$ cat src/rtl/reg_file_16x16_if.sv
// Bus bundle between the ARM datapath and the 16x16 register file.
// Master drives indices/data/enables; slave returns read data, PC and flags.
interface reg_file_16x16_if #(
    parameter int unsigned DATA_W = 16,
    parameter int unsigned ADDR_W = 4
);
    logic              we;
    logic [ADDR_W-1:0] waddr;
    logic [DATA_W-1:0] wdata;
    logic [ADDR_W-1:0] raddr_a;
    logic [ADDR_W-1:0] raddr_b;
    logic [DATA_W-1:0] rdata_a;
    logic [DATA_W-1:0] rdata_b;
    logic              pc_en;
    logic [DATA_W-1:0] pc_out;
    logic              flags_we;
    logic [3:0]        flags_in;
    logic [3:0]        flags_out;

    modport master (
        output we, waddr, wdata, raddr_a, raddr_b, pc_en, flags_we, flags_in,
        input  rdata_a, rdata_b, pc_out, flags_out
    );

    modport slave (
        input  we, waddr, wdata, raddr_a, raddr_b, pc_en, flags_we, flags_in,
        output rdata_a, rdata_b, pc_out, flags_out
    );
endinterface

$ cat src/rtl/reg_file_16x16.sv
// 16 x 16-bit architectural register file with auto-incrementing PC (R15) and NZCV flags.
// Define REGFILE_BYPASS_EN to make same-cycle writes visible on the read ports.
module reg_file_16x16 (
    input  logic             clk,
    input  logic             reset_n,
    reg_file_16x16_if.slave  bus
);
    localparam int unsigned DATA_W   = 16;
    localparam int unsigned ADDR_W   = 4;
    localparam int unsigned NUM_REGS = 1 << ADDR_W;
    localparam int unsigned PC_IDX   = 15;
    localparam int unsigned PC_STEP  = 2;
    localparam int unsigned FLAGS_W  = 4;

    localparam logic [ADDR_W-1:0] PC_ADDR = ADDR_W'(PC_IDX);

    logic [DATA_W-1:0]  regs_q [NUM_REGS];
    logic [DATA_W-1:0]  regs_d [NUM_REGS];
    logic [FLAGS_W-1:0] flags_q;
    logic [FLAGS_W-1:0] flags_d;

    // Next state: PC step first so a write to R15 (branch) overrides it.
    always_comb begin
        regs_d  = regs_q;
        flags_d = flags_q;
        if (bus.pc_en) begin
            regs_d[PC_ADDR] = regs_q[PC_ADDR] + DATA_W'(PC_STEP);
        end
        if (bus.we) begin
            regs_d[bus.waddr] = bus.wdata;
        end
        if (bus.flags_we) begin
            flags_d = bus.flags_in;
        end
    end

    always_ff @(posedge clk or negedge reset_n) begin
        if (!reset_n) begin
            regs_q  <= '{default: '0};
            flags_q <= '0;
        end else begin
            regs_q  <= regs_d;
            flags_q <= flags_d;
        end
    end

`ifdef REGFILE_BYPASS_EN
    // Write-through; gated by reset so the ports read 0 while reset is held.
    logic hit_a_c;
    logic hit_b_c;

    assign hit_a_c = reset_n && bus.we && (bus.raddr_a == bus.waddr);
    assign hit_b_c = reset_n && bus.we && (bus.raddr_b == bus.waddr);

    assign bus.rdata_a = hit_a_c ? bus.wdata : regs_q[bus.raddr_a];
    assign bus.rdata_b = hit_b_c ? bus.wdata : regs_q[bus.raddr_b];
`else
    assign bus.rdata_a = regs_q[bus.raddr_a];
    assign bus.rdata_b = regs_q[bus.raddr_b];
`endif

    assign bus.pc_out    = regs_q[PC_ADDR];
    assign bus.flags_out = flags_q;

endmodule

$ cat src/flat_wrapper.sv
// flat-port wrapper written by rule: the top's interface ports become plain ports
module reg_file_16x16_flat 
  (clk, reset_n, bus_we, bus_waddr, bus_wdata, bus_raddr_a, bus_raddr_b, bus_pc_en, bus_flags_we, bus_flags_in, bus_rdata_a, bus_rdata_b, bus_pc_out, bus_flags_out);
  reg_file_16x16_if #(.DATA_W(16), .ADDR_W(4)) bus_i ();
  input  logic clk;
  input  logic reset_n;
  input wire logic [$bits(bus_i.we)-1:0] bus_we;
  input wire logic [$bits(bus_i.waddr)-1:0] bus_waddr;
  input wire logic [$bits(bus_i.wdata)-1:0] bus_wdata;
  input wire logic [$bits(bus_i.raddr_a)-1:0] bus_raddr_a;
  input wire logic [$bits(bus_i.raddr_b)-1:0] bus_raddr_b;
  input wire logic [$bits(bus_i.pc_en)-1:0] bus_pc_en;
  input wire logic [$bits(bus_i.flags_we)-1:0] bus_flags_we;
  input wire logic [$bits(bus_i.flags_in)-1:0] bus_flags_in;
  output wire logic [$bits(bus_i.rdata_a)-1:0] bus_rdata_a;
  output wire logic [$bits(bus_i.rdata_b)-1:0] bus_rdata_b;
  output wire logic [$bits(bus_i.pc_out)-1:0] bus_pc_out;
  output wire logic [$bits(bus_i.flags_out)-1:0] bus_flags_out;
  assign bus_i.we = bus_we;
  assign bus_i.waddr = bus_waddr;
  assign bus_i.wdata = bus_wdata;
  assign bus_i.raddr_a = bus_raddr_a;
  assign bus_i.raddr_b = bus_raddr_b;
  assign bus_i.pc_en = bus_pc_en;
  assign bus_i.flags_we = bus_flags_we;
  assign bus_i.flags_in = bus_flags_in;
  assign bus_rdata_a = bus_i.rdata_a;
  assign bus_rdata_b = bus_i.rdata_b;
  assign bus_pc_out = bus_i.pc_out;
  assign bus_flags_out = bus_i.flags_out;
  reg_file_16x16 u_core (.clk(clk), .reset_n(reset_n), .bus(bus_i));
endmodule
$ cat config.mk
export PLATFORM = sky130hd
export DESIGN_NAME = reg_file_16x16_flat
export DESIGN_NICKNAME = d
export VERILOG_FILES = /design/src/rtl/reg_file_16x16_if.sv /design/src/rtl/reg_file_16x16.sv /design/src/flat_wrapper.sv
export SDC_FILE = /design/constraint.sdc
export NUM_CORES = 1
export LEC_CHECK = 0
export CAP_MARGIN = 20
export CORE_AREA = 2 2 170 339
export CTS_CLUSTER_DIAMETER = 100
export DETAILED_ROUTE_END_ITERATION = 8
export DIE_AREA = 0 0 172 341
export RECOVER_POWER = 25
export SLEW_MARGIN = 20
export SYNTH_ARGS = -nofsm -noshare
export SYNTH_HDL_FRONTEND = slang
export SYNTH_SLANG_ARGS = --single-unit
$ cat constraint.sdc
create_clock -name clk -period 2.1 [get_ports clk]
set_clock_uncertainty 0.1 [all_clocks]
set_input_delay 0.315 -clock clk [delete_from_list [all_inputs] [get_ports clk]]
set_output_delay 0.315 -clock clk [all_outputs]
set_load 0.005 [all_outputs]
==> results by group <==
Worst setup path
  • Master of the slowest instance on the critical path: mux4_2
  • Required @ worst endpoint: 1.68 ns
  • Reg2Reg Depth: 5
  • Startpoint types: register
  • Crit path kind: register to output pin
  • CP Cell Sequence: mux4_2 > a22oi_2 > nand2_1 > buf_2
  • CP arrival: 2.00 ns
  • Slowest cell delay on critical path: 0.49 ns
  • Worst setup EP type: output pin
  • Crit path max fanout: 3

Detailed routing
  • Final ANT Viol Nets: 0
  • Wire length on met3: 2180 um
  • DRC: 0
  • Via count: 9265
  • Final WL: 44700 um
  • Drt pass-1 iters: 5
  • Average wire per cell in the routed design: 24.0 um
  • Met2 WL: 24600 um
  • Vias per inst: 4.96
  • Met1 WL: 16400 um
  • DR top layer: met5
  • DRT iter0 DRCs: 527

Timing
  • Slew @ Worst Pin: 1.10 ns
  • RSZ-0062 raised after global routing: yes
  • Final setup vio count: 32
  • Slew Limit Fails: 0
  • Final hold vios: 0
  • Final setup margin: -0.311 ns
  • Tcrit/Tclk final: 115%
  • Hold Worst Slack: 0.268 ns
  • Post-route minimum period: 2.41 ns
  • Slew headroom: 26.7%
  • Fmax: 0.415 GHz

Synth
  • EDFF count, synth: 0
  • Syn avg cell area: 14.9 sq um
  • Synth Area in Simple Gates: 3.81%
  • Async set or reset register ratio after synthesis: 100%
  • Post-synth cell types: 38
  • Sequential area share after synthesis: 46.8%
  • Xor-xnor portion of the synthesized cell area: 0.818%
  • Largest family of logic cells by synthesized area: multiplexers
  • Multiplexer area fraction after synthesis: 40.8%
  • Synth Area in Adders: 0.0899%
  • Synth Net Count: 971
  • Cells after Synth: 933
  • Synthesized flop and latch total: 260
  • Synth Area in Compound Gates: 4.04%
  • Most used DFF post-synth: dfrtp_1
  • Mapped Area: 13900 sq um
  • Warnings from Yosys: 0

Die
  • Core area: 56000 sq um
  • Starting Density: 24.8%
  • Die height: 341 um
  • DIE AREA: 58700 sq um
  • Die W: 172 um
  • Row Count: 123
  • IO Count: 89

Power and ir drop
  • Final Total Pwr: 0.0167 W
  • Leak: 7.27 nW
  • Worst ir drop on vdd: 0.595 mV
  • Power per Cell Area: 936 nW/um^2

Clocking
  • CTS max path bufs: 3
  • Clk slew on worst S/H paths: 0.06 ns
  • CTS buffer count: 26
  • CTS tree: done
  • Worst skew pair latency: 0.55 ns
  • CTS Root Cell: clkbuf_16
  • CTS H-tree depth: 1
  • Clock sink total: 260

Placement
  • IO buf count: 88
  • Post-DP HPWL: 31400 um
  • Gpl congestion: 0.783

Status
  • Failing checks: negative setup slack
  • Outcome: finished, violations left

Global route
  • First-pass GRT wire length: 66800 um
  • Vias in the first global route: 10300
  • Initial antenna violation count: 2
  • Pin count of the biggest net entering global routing: 71
  • Total Routing Usage GR: 15.5%
  • GRT Residual Overflow: 0

Cells and area
  • FILL cells: 5596
  • Most frequent cells in the layout: dfrtp_1, mux2_2, mux4_2, buf_4, a22oi_2
  • Share of post-route cells with drive strength above 1: 59.8%
  • Reg area: 6510 sq um
  • Area occupied by multi-input gates: 7210 sq um
  • Final net count: 1135
  • Synth-to-layout area growth: 28.4%
  • Most common cell after layout, fill and taps aside: dfrtp_1
  • Antenna Cells: 0

Worst hold path
  • Hold crit path type: input port to register
  • Hold path depth: 2

Job
  • Max-cap check violation count: 0
repair_timing:
| item | CTS | global route |
|---|---|---|
| setup endpoints to repair | 45 | 33 |
| endpoints found under the hold margin | 59 | 0 |
| hold buffers | 1 | 0 |
| resized for setup | 221 | 17 |
| buffers inserted | 5 | 2 |
| pin swaps | 52 | 18 |
worst max-delay path: cells and delay by family (launching register included):
family                 cells  cell delay [ns]
flip-flops                 1             0.39
AO/OA/AOI/OAI              1             0.29
buffers and inverters      1             0.15
multiplexers               1             0.49
AND/OR/NAND/NOR            1             0.12
layer usage:
metal / GRT usage, % / vias to the layer above
li1: - / 3908
met5: 0 / -
met2: 28.7 / 285
met4: 6.04 / 2
met3: 2.44 / 78
met1: 17.6 / 4992
synth_stat cells (5+ instances only):
master	n	share of area, %
xnor2_1	9	0.57
mux4_2	128	21
a22oi_1	64	3.5
o21ai_0	13	0.47
nand4_1	5	0.22
nand2_1	54	1.5
buf_4	22	1.2
buf_2	24	0.86
nand2b_1	5	0.22
nor2_2	8	0.36
mux2_2	227	18
mux2_4	10	1.1
clkbuf_1	42	1.1
nand3_1	5	0.18
nor2_1	8	0.22
dfrtp_1	260	47
mux2_1	7	0.57
nor2b_1	5	0.22
state kept, by name, indices dropped and copies added (netlist names):
name                  cells
u_core.regs_q           240
u_core.bus.pc_out        16
u_core.bus.flags_out      4
area by class of cell:
| cell class | instances | share of cell area (%) |
|---|---|---|
| Multi-Input combinational cell | 575 | 40.4 |
| Sequential cell | 260 | 36.4 |
| Timing Repair Buffer | 233 | 13.3 |
| Tap cell | 750 | 5.25 |
| Clock buffer | 43 | 4.28 |
| Clock inverter | 5 | 0.364 |
| Inverter | 1 | 0.0210 |
cells by family after synthesis:
group                    after synthesis
multiplexers                         373
flip-flops                           260
AND/OR/NAND/NOR                      108
buffers and inverters                 98
AO/OA/AOI/OAI                         80
XOR/XNOR                              13
adder cells (fa/ha/maj)                1
worst paths after layout:
| check | start | endpoint | slack (ns) |
|---|---|---|---|
| setup / recovery | u_core.regs_q[194] | bus_rdata_a[2] | -0.31 |
| hold / removal | bus_flags_in[1] | u_core.bus.flags_out[1] | 0.27 |
| setup reg to reg | u_core.bus.pc_out[7] | u_core.bus.pc_out[15] | 0.22 |
| hold reg to reg | u_core.bus.flags_out[0] | u_core.bus.flags_out[0] | 0.41 |
| max in group asynchronous | reset_n | u_core.regs_q[220] | 0.22 |
| min in group asynchronous | reset_n | u_core.regs_q[196] | 0.41 |
where the power goes:
| group | switching [W] | internal, W |
|---|---|---|
| logic | 0.00195 | 0.00296 |
| clock network | 0.00201 | 0.00261 |
| registers | 0.000977 | 0.00622 |
through the flow:
stage          cells  instance area, sq um  utilization, %  setup TNS [ns]  setup WS (ns)
2_1_floorplan    933                 13900               -               0         0.0773
3_3_place_gp    1812                 16800            29.9          -19.26         -0.605
3_5_place_dp    1812                 16800            29.9          -22.58         -0.584
4_1_cts         1865                 17800            31.8           -8.68         -0.349
5_1_grt         1867                 17900            31.9          -11.85         -0.366
6_report        1867                 17900            31.9           -7.68         -0.311
No activity file was read; power rests on OpenSTA's default activity.
